--- config.mk ---
export PLATFORM = sky130hd
export DESIGN_NAME = llc_set_ctrl
export DESIGN_NICKNAME = d
export VERILOG_FILES = /design/src/rtl/llc_set_ctrl.sv
export SDC_FILE = /design/constraint.sdc
export NUM_CORES = 1
export LEC_CHECK = 0
export ABC_AREA = 0
export CORE_MARGIN = 2
export CORE_UTILIZATION = 35
export DETAILED_ROUTE_END_ITERATION = 12
export HOLD_SLACK_MARGIN = 0.1
export PLACE_DENSITY = 0.66
export SLEW_MARGIN = 20
export SYNTH_ARGS = -nofsm -noshare
export SYNTH_HDL_FRONTEND = slang
export SYNTH_SLANG_ARGS = --single-unit
--- constraint.sdc ---
create_clock -name clk -period 2.1 [get_ports clk]
set_input_delay 0.21 -clock clk [delete_from_list [all_inputs] [get_ports clk]]
set_output_delay 0.21 -clock clk [all_outputs]
set_load 0.02 [all_outputs]
--- src/rtl/llc_set_ctrl.sv ---
// -----------------------------------------------------------------------------
// llc_set_ctrl
//
// Sequencing controller for the LLC per-set buffer. For every accepted request
// it loads the set into the buffer, resolves the hit way or picks a victim,
// writes back a dirty victim, fetches the missing line and finally commits the
// buffer contents back to the SRAMs.
//
// Ports
//   clk, rst                      clock (rising edge), async active-low reset
//   req_valid_i / req_ready_o     request handshake from the LLC pipeline
//   hit_i, hit_way_i              tag match result from the loaded buffer
//   evict_way_i                   buffered round-robin evict pointer
//   way_invalid_i, way_dirty_i    per-way state from the buffer
//   rd_mem_en_o, look_o           buffer load strobe (one cycle per request)
//   rst_state_o                   buffer clear pulse
//   incr_evict_way_buf_o          evict-pointer advance pulse
//   way_o                         selected way (buffer write / fill select)
//   mem_req_valid_o/_ready_i      memory request handshake
//   mem_req_hwrite_o              1 = victim writeback, 0 = line read
//   mem_rsp_valid_i/_ready_o      memory response handshake
//   done_valid_o/_ready_i         result handshake to the pipeline
//   done_hit_o                    request hit
//   set_wr_en_o                   one-cycle commit of the buffer to the SRAMs
// -----------------------------------------------------------------------------
module llc_set_ctrl #(
   parameter int unsigned WAYS     = 8,
   parameter int unsigned WAY_BITS = $clog2(WAYS)
) (
   input  logic                clk,
   input  logic                rst,

   input  logic                req_valid_i,
   output logic                req_ready_o,

   input  logic                hit_i,
   input  logic [WAY_BITS-1:0] hit_way_i,
   input  logic [WAY_BITS-1:0] evict_way_i,
   input  logic [WAYS-1:0]     way_invalid_i,
   input  logic [WAYS-1:0]     way_dirty_i,

   output logic                rd_mem_en_o,
   output logic                look_o,
   output logic                rst_state_o,
   output logic                incr_evict_way_buf_o,
   output logic [WAY_BITS-1:0] way_o,

   output logic                mem_req_valid_o,
   input  logic                mem_req_ready_i,
   output logic                mem_req_hwrite_o,
   input  logic                mem_rsp_valid_i,
   output logic                mem_rsp_ready_o,

   output logic                done_valid_o,
   input  logic                done_ready_i,
   output logic                done_hit_o,
   output logic                set_wr_en_o
);

   typedef enum logic [2:0] {
      StIdle,
      StLookup,
      StVictim,
      StWb,
      StFill,
      StWait,
      StDone,
      StCommit
   } state_e;

   state_e              state_q, state_d;
   logic [WAY_BITS-1:0] way_q, way_d;
   logic                use_ptr_q, use_ptr_d;
   logic                done_hit_q, done_hit_d;

   // --------------------------------------------------------------------------
   // Victim selection: rotating priority encoder starting at the evict pointer.
   // The invalid vector is doubled so a single indexed slice performs the
   // rotation; the lowest set bit of the rotated vector is the offset from the
   // pointer to the first invalid way.
   // --------------------------------------------------------------------------
   logic [2*WAYS-1:0]   inv_dbl;
   logic [WAYS-1:0]     inv_rot;
   logic [WAY_BITS-1:0] inv_offset;
   logic                any_invalid;
   logic [WAY_BITS-1:0] victim_way;

   assign inv_dbl = {way_invalid_i, way_invalid_i};
   assign inv_rot = inv_dbl[evict_way_i +: WAYS];

   always_comb begin
      inv_offset  = '0;
      any_invalid = 1'b0;
      // Descending scan so the lowest set bit wins.
      for (int i = WAYS - 1; i >= 0; i--) begin
         if (inv_rot[i]) begin
            inv_offset  = WAY_BITS'(i);
            any_invalid = 1'b1;
         end
      end
   end

   // Carry drops naturally: the sum is WAY_BITS wide, giving modulo-WAYS wrap.
   assign victim_way = evict_way_i + inv_offset;

   // --------------------------------------------------------------------------
   // State and latched registers
   // --------------------------------------------------------------------------
   always_ff @(posedge clk or negedge rst) begin
      if (!rst) begin
         state_q    <= StIdle;
         way_q      <= '0;
         use_ptr_q  <= 1'b0;
         done_hit_q <= 1'b0;
      end else begin
         state_q    <= state_d;
         way_q      <= way_d;
         use_ptr_q  <= use_ptr_d;
         done_hit_q <= done_hit_d;
      end
   end

   // --------------------------------------------------------------------------
   // Next-state and output logic
   // --------------------------------------------------------------------------
   always_comb begin
      state_d              = state_q;
      way_d                = way_q;
      use_ptr_d            = use_ptr_q;
      done_hit_d           = done_hit_q;

      req_ready_o          = 1'b0;
      rd_mem_en_o          = 1'b0;
      look_o               = 1'b0;
      rst_state_o          = 1'b0;
      incr_evict_way_buf_o = 1'b0;
      mem_req_valid_o      = 1'b0;
      mem_req_hwrite_o     = 1'b0;
      mem_rsp_ready_o      = 1'b0;
      done_valid_o         = 1'b0;
      set_wr_en_o          = 1'b0;

      unique case (state_q)
         StIdle: begin
            req_ready_o = 1'b1;
            if (req_valid_i) begin
               // Load strobe fires in the accept cycle so the set is in the
               // buffer by the time we reach LOOKUP.
               rd_mem_en_o = 1'b1;
               look_o      = 1'b1;
               state_d     = StLookup;
            end
         end

         StLookup: begin
            done_hit_d = hit_i;
            if (hit_i) begin
               way_d   = hit_way_i;
               state_d = StDone;
            end else begin
               state_d = StVictim;
            end
         end

         StVictim: begin
            way_d     = victim_way;
            use_ptr_d = ~any_invalid;
            if (way_dirty_i[victim_way]) begin
               state_d = StWb;
            end else begin
               state_d = StFill;
            end
         end

         StWb: begin
            mem_req_valid_o  = 1'b1;
            mem_req_hwrite_o = 1'b1;
            if (mem_req_ready_i) begin
               state_d = StFill;
            end
         end

         StFill: begin
            mem_req_valid_o = 1'b1;
            if (mem_req_ready_i) begin
               state_d = StWait;
            end
         end

         StWait: begin
            mem_rsp_ready_o = 1'b1;
            if (mem_rsp_valid_i) begin
               // Only advance the pointer when it actually chose the victim.
               incr_evict_way_buf_o = use_ptr_q;
               done_hit_d           = 1'b0;
               state_d              = StDone;
            end
         end

         StDone: begin
            done_valid_o = 1'b1;
            if (done_ready_i) begin
               state_d = StCommit;
            end
         end

         StCommit: begin
            set_wr_en_o = 1'b1;
            rst_state_o = 1'b1;
            state_d     = StIdle;
         end

         default: begin
            state_d = StIdle;
         end
      endcase
   end

   assign way_o      = way_q;
   assign done_hit_o = done_hit_q;

endmodule

==> results_dict.tcl <==
set metrics [dict create \
    drt-pass1-iter-count 4 \
    holdBufCountCts 0 \
    cell_chain_critical_path "buf_8, mux4_2, a21oi_2, nor2_1, or3_1, nand3_1, nand2_1, a21oi_2, ha_2, inv_2, fa_2, mux4_2, mux2i_4, o31a_1" \
    rr_worst_depth 6 \
    met3_wirelength_um 148 \
    synthesis.instances 123 \
    clock_sink_count 8 \
    place_area_um2 1730 \
    ys.flop_type "sky130_fd_sc_hd__dfrtp_1" \
    place.port_buffers 42 \
    grt_start_max_net_pins 15 \
    power_per_cell_area_nw_per_um2 853 \
    vias_in_the_first_global_route 1106 \
    synthArstFlopShare 1.00 \
    highest_layer "met4" \
    final-max-slew-violation-count 0 \
    route.antenna.remaining_nets 0 \
    crit_path_max_fanout 3 \
    power.sequential.fraction 0.225 \
    detail_route.wirelength_um 2980 \
    cp-start-kind "input pin" \
    worst_slew_pin_slew_ns 0.409 \
    post_route_cells_drive_above_1_share 0.357 \
    fin_nets 218 \
    place_ws_ns -1.56 \
    post_synth_instance_area_um2 1120 \
    floorplan.initialDensity 0.368 \
    grt-ovfl-total 0 \
    layout.cells.most_common_list "sky130_fd_sc_hd__clkdlybuf4s50_1 (32), sky130_fd_sc_hd__buf_4 (27), sky130_fd_sc_hd__mux2i_1 (11), sky130_fd_sc_hd__nor2_1 (11), sky130_fd_sc_hd__mux4_2 (9)" \
    core_area_um2 3050 \
    path_class "input pin to flop" \
    syn_area_per_cell_um2 9.12 \
    muxShareOfSynthArea 0.317 \
    finalCoreUtilization 0.607 \
    xor_xnor_fraction_of_synth_area 0.0312 \
    fp-row-count 20 \
    timing.critical_path.required_ns 2.30 \
    fmaxAchievable_mhz 359 \
    numCtsBuffers 3 \
    die_width_um 60.6 \
    power_frac_clock 0.080 \
    drv_cap 0 \
    diodes_inserted 0 \
    routed_wire_length_per_instance_um 13.0 \
    globalRouteTotalUtil 0.171 \
    intPower_w 0.000889 \
    max-clock-path-buffers 2 \
    finalHoldWorstSlack_ns 0.219 \
    violations "setup timing" \
    clk_pin_slew_ns 0.06 \
    r2r-start "state_q[0]" \
    vias_per_inst 5.17 \
    flow.area_growth_from_synthesis_pct 65.0 \
    post_route_cell_area_um2 1850 \
    grt_pass1_wl_um 4640 \
    drc 0 \
    ir_worst_vdd_mv 0.266 \
    setup_violations 5 \
    pin_count 43 \
    cp_data_arrival_time_ns 2.98 \
    cellLeakagePower_nw 0.782 \
    gp_congestion 0.818 \
    floorplan.die.height_um 60.6 \
    run_status "finished, violations left" \
    ys.warnings.count 0 \
    simple_gate_fraction_of_synth_area 0.202 \
    synth_compound_area_frac 0.166 \
    yosys.cell_types.count 40 \
    sequential_cell_area_fraction_in_the_yosys_report 0.178 \
    worst_setup_path_end_kind "flop" \
    final.setup.worst_slack_ns -0.683 \
    detailed_place_hpwl_um 2400 \
    rsz_0062_raised_after_global_routing "yes" \
    synthesis.nets 154 \
    layout.cells.most_common "sky130_fd_sc_hd__clkdlybuf4s50_1" \
    dominant_combinational_cell_family_by_area_after_synthesis "multiplexers" \
    ctsRootBufferMaster "sky130_fd_sc_hd__clkbuf_4" \
    layout_min_cycle_time_ns 2.78 \
    timing_hold_violations_final 0 \
    synth_fa_ha_area_frac 0.0290 \
    power_switching_share 0.437 \
    timing.setup.tns_ns -2.70 \
    setup.reg_to_reg.worst_slack_ns 0.28 \
    floorplan.die_area_um2 3680 \
    routedLengthMet1_um 1090 \
    power.combinational.fraction 0.696 \
    dr_wl_met2_um 1690 \
    cp_peak_stage_delay_ns 0.54 \
    holdCritPathClass "input pin to asynchronous set/reset pin" \
    detail_route.iter0.violations 49 \
    critical_path.reg2reg.endpoint "way_o[1]" \
    clock_tree_from_tritoncts "done" \
    cp.buffers_inverters 2 \
    detailroute.via_count 1184 \
    period_share 1.33 \
    slew-limit-headroom 0.727 \
    netSwitchingPower_w 0.000690 \
    synth-edff-count 0 \
    skew_ns 0.00260 \
    postSynthRegisterBits 8 \
    cts_htree_levels 1 \
    antenna_found_initial 0 \
    critical_path_s_top_delay_family "multiplexers" \
    cp_slowest_cell "sky130_fd_sc_hd__fa_2" \
    clk-insertion-delay-late_ns 0.27 \
]
[flip-flops by register name, summed over array words and instances, names as in the netlist]
signal and cells:
use_ptr_q 1, way_o 3, state_q 3, done_hit_o 1
[cell type report]
| cell class | instances | area [µm²] |
|---|---|---|
| sequential | 8 | 201 |
| multi-input combinational | 98 | 910 |
| inverter | 5 | 18.8 |
| clock buffer | 3 | 22.5 |
| tap | 44 | 55.1 |
| fill | 283 | 1200 |
| timing repair buffer | 71 | 644 |
[power groups by stage]
stage / logic, W / registers (W) / clock network (W)
2_1_floorplan: 0.000640 / 0.000305 / 0
3_3_place_gp: 0.000996 / 0.000334 / 0
3_5_place_dp: 0.00101 / 0.000338 / 0
4_1_cts: 0.00108 / 0.000335 / 0.000124
5_1_grt: 0.00119 / 0.000372 / 0.000135
6_report: 0.00110 / 0.000355 / 0.000126
[synthesized netlist by cell type (3+ instances only)]
cell	instances	area (µm²)
sky130_fd_sc_hd__mux4_2	9	203
sky130_fd_sc_hd__xor2_1	3	26.3
sky130_fd_sc_hd__o21ai_0	3	15.0
sky130_fd_sc_hd__nor2b_1	3	18.8
sky130_fd_sc_hd__dfrtp_1	8	200
sky130_fd_sc_hd__nor3b_1	3	22.5
sky130_fd_sc_hd__clkbuf_1	5	18.8
sky130_fd_sc_hd__o21ai_1	5	25.0
sky130_fd_sc_hd__a21oi_1	7	35.0
sky130_fd_sc_hd__mux2i_1	13	130
sky130_fd_sc_hd__nor2_1	11	41.3
sky130_fd_sc_hd__buf_2	3	15.0
sky130_fd_sc_hd__nand2_1	8	30.0
sky130_fd_sc_hd__and3_1	4	25.0
sky130_fd_sc_hd__inv_1	5	18.8
sky130_fd_sc_hd__buf_4	3	22.5
[worst max path at each step]
stage | start | endpoint | depth (start not counted)
after global placement | evict_way_i[1] | state_q[0] | 14
after detailed placement | evict_way_i[1] | state_q[0] | 14
after CTS | evict_way_i[1] | state_q[2] | 15
after global routing | evict_way_i[1] | state_q[0] | 15
final | evict_way_i[1] | state_q[2] | 14
after floorplan | evict_way_i[1] | state_q[0] | 14
[per-stage QoR]
| step | total power (W) | instances |
|---|---|---|
| finish | 0.00158 | 229 |
| global route | 0.00170 | 229 |
| CTS | 0.00154 | 228 |
| detailed placement | 0.00135 | 223 |
| global placement | 0.00133 | 223 |
| floorplan | 0.000945 | 123 |
[cells by family after synthesis]
kind of cell	after synthesis
AO/OA/AOI/OAI	27
XOR/XNOR	4
adder cells (fa/ha/maj)	2
buffers and inverters	17
flip-flops	8
multiplexers	24
AND/OR/NAND/NOR	41
[routing by layer]
layer / vias up / track usage
met2: 36 / 0.343
li1: 585 / -
met5: - / 0
met3: 6 / 0.0299
met1: 557 / 0.168
met4: 0 / 0.0776
[timing repair]
item | 4_1_cts | 5_1_grt
gates resized for setup | 45 | 12
buffers inserted | 2 | 2
gates cloned | 0 | 0
endpoints found under the hold margin | 0 | 0
pin swaps | 9 | 14
endpoints found under the setup margin | 9 | 9
(Power assumes the default switching activity.)
==> RTL change, RTL diff (same settings) <==
Re-encode `state_e` (8 states) as one-hot, 8 bits wide.
--- a/src/rtl/llc_set_ctrl.sv
+++ b/src/rtl/llc_set_ctrl.sv
@@ -58,13 +58,13 @@
 );
 
-   typedef enum logic [2:0] {
-      StIdle,
-      StLookup,
-      StVictim,
-      StWb,
-      StFill,
-      StWait,
-      StDone,
-      StCommit
+   typedef enum logic [7:0] {
+      StIdle   = 8'b00000001,
+      StLookup = 8'b00000010,
+      StVictim = 8'b00000100,
+      StWb     = 8'b00001000,
+      StFill   = 8'b00010000,
+      StWait   = 8'b00100000,
+      StDone   = 8'b01000000,
+      StCommit = 8'b10000000
    } state_e;
 
Function: no difference found for any inputs over 10 cycles, from zero or initial values and one cycle with rst low; not proved beyond that.
==> RTL change against the original RTL <==
  * The run still ends with setup timing left
  * Count of clock-buffer cells in the layout unchanged
  * Register-to-register slack worse by 0.12 ns
  * Total power up 0.70%
  * Wire length up 47%
  * Setup slack worse by 0.15 ns
  * Cell area up 39%
  * Synthesized cell count up 40%
  * Sequential cell count up 5
  * Area after synthesis up 29%
==> RTL change: results <==
{
  "grt_pass1_wl_um": 7180,
  "fillers": 347,
  "fin_cells": 318,
  "dr_wl_met3_um": 142,
  "nNetsFinal": 300,
  "multi_input_area_um2": 1260,
  "dr_wl_met2_um": 2160,
  "finalSetupViolations": 4,
  "setup_ws_ns": -0.833,
  "grt_usage_pct": 20.6,
  "violations": "setup timing",
  "clock_latency_ns": 0.24,
  "path_max_fanout": 8,
  "wl_per_cell_um": 13.8,
  "p_leak_nw": 1.12,
  "yosysSeqAreaShare_pct": 22.6,
  "root_buffer": "clkbuf_8",
  "numPlacedInstances": 305,
  "ys_types": 46,
  "via_count": 1686,
  "reg2reg_from": "state_q[5]",
  "synth_area_leaders": "dfrtp_1, mux2i_1, nor3b_1, nor2_1, mux4_2",
  "grt_max_degree": 14,
  "status": "finished, violations left",
  "dp_hpwl_um": 3410,
  "fin_skew_ns": 0.00504
}
[RTL change: cell types whose count changed after synthesis, moves of 4 or more]
cell,change
o221ai_1,+4
nor2b_1,+4
nor3_1,+11
mux4_2,-6
nor4_1,+4
nand4b_1,+5
nor3b_1,+8
nor2_1,+9
inv_1,+5
o21ai_1,-5
dfrtp_1,+4
[RTL change: final timing paths]
check / endpoint / slack (ns) / cells past startpoint
max: state_q[3] / -0.83 / 14
min: state_q[4] / 0.34 / 1
max reg2reg: state_q[6] / 0.16 / 8
min reg2reg: use_ptr_q / 0.47 / 1
max in group asynchronous: state_q[1] / 1.38 / 1
min in group clk: use_ptr_q / 0.47 / 1
[RTL change: worst max-delay path, stage by stage]
cell and delay (ns):
buf_12 0.10, buf_8 0.13, mux2i_4 0.26, mux2i_1 0.13
buf_4 0.16, a221oi_2 0.24, o32a_1 0.22, ha_2 0.18
inv_2 0.04, fa_2 0.56, mux4_2 0.30, buf_4 0.15
nor4b_1 0.13, a221o_1 0.26
[RTL change: area by class of cell]
| type | instances | share of cell area, % |
|---|---|---|
| Clock buffer | 3 | 1.60 |
| Sequential cell | 13 | 12.7 |
| Multi-Input combinational cell | 140 | 49.0 |
| Inverter | 10 | 1.46 |
| Clock inverter | 1 | 0.194 |
| Timing Repair Buffer | 101 | 32.7 |
| Tap cell | 50 | 2.43 |
[RTL change: cell families (layout without fill, tap and decap cells)]
kind of cell	Yosys count	after routing	synth area share (%)
mux	20	20	16.7
flops	13	13	22.6
simple gates	84	84	34.5
xor+xnor	1	1	0.607
buf+inv	19	115	6.94
compound gates	33	33	16.3
fa+ha+maj	2	2	2.25
[RTL change: repair_timing]
item | 4_1_cts | 5_1_grt
endpoints found under the setup margin | 16 | 12
pin swaps | 16 | 10
buffers inserted | 8 | 3
gates resized for setup | 105 | 19
[RTL change: stage by stage]
stage	TNS, ns	total power [W]	hold WS, ns	worst slack, ns
floorplan	-3.14	0.000867	-0.0856	-0.968
global placement	-6.61	0.00128	0.460	-1.57
detailed placement	-7.09	0.00129	0.463	-1.68
CTS	-2.26	0.00156	0.350	-0.840
global route	-3.00	0.00171	0.388	-0.968
finish	-2.43	0.00159	0.339	-0.833
[RTL change: report_power, final]
group	leakage, nW	switching [W]	internal (W)
clock network	0.0255	0.0000891	0.000131
registers	0.165	0.0000424	0.000319
logic	0.926	0.000477	0.000531
total	1.12	0.000609	0.000981
[RTL change: per-layer routing]
layer	up-vias	GRT usage (%)
li1	846	-
met1	803	29.1
met2	34	32.0
met3	3	3.62
met4	0	6.25
met5	-	0
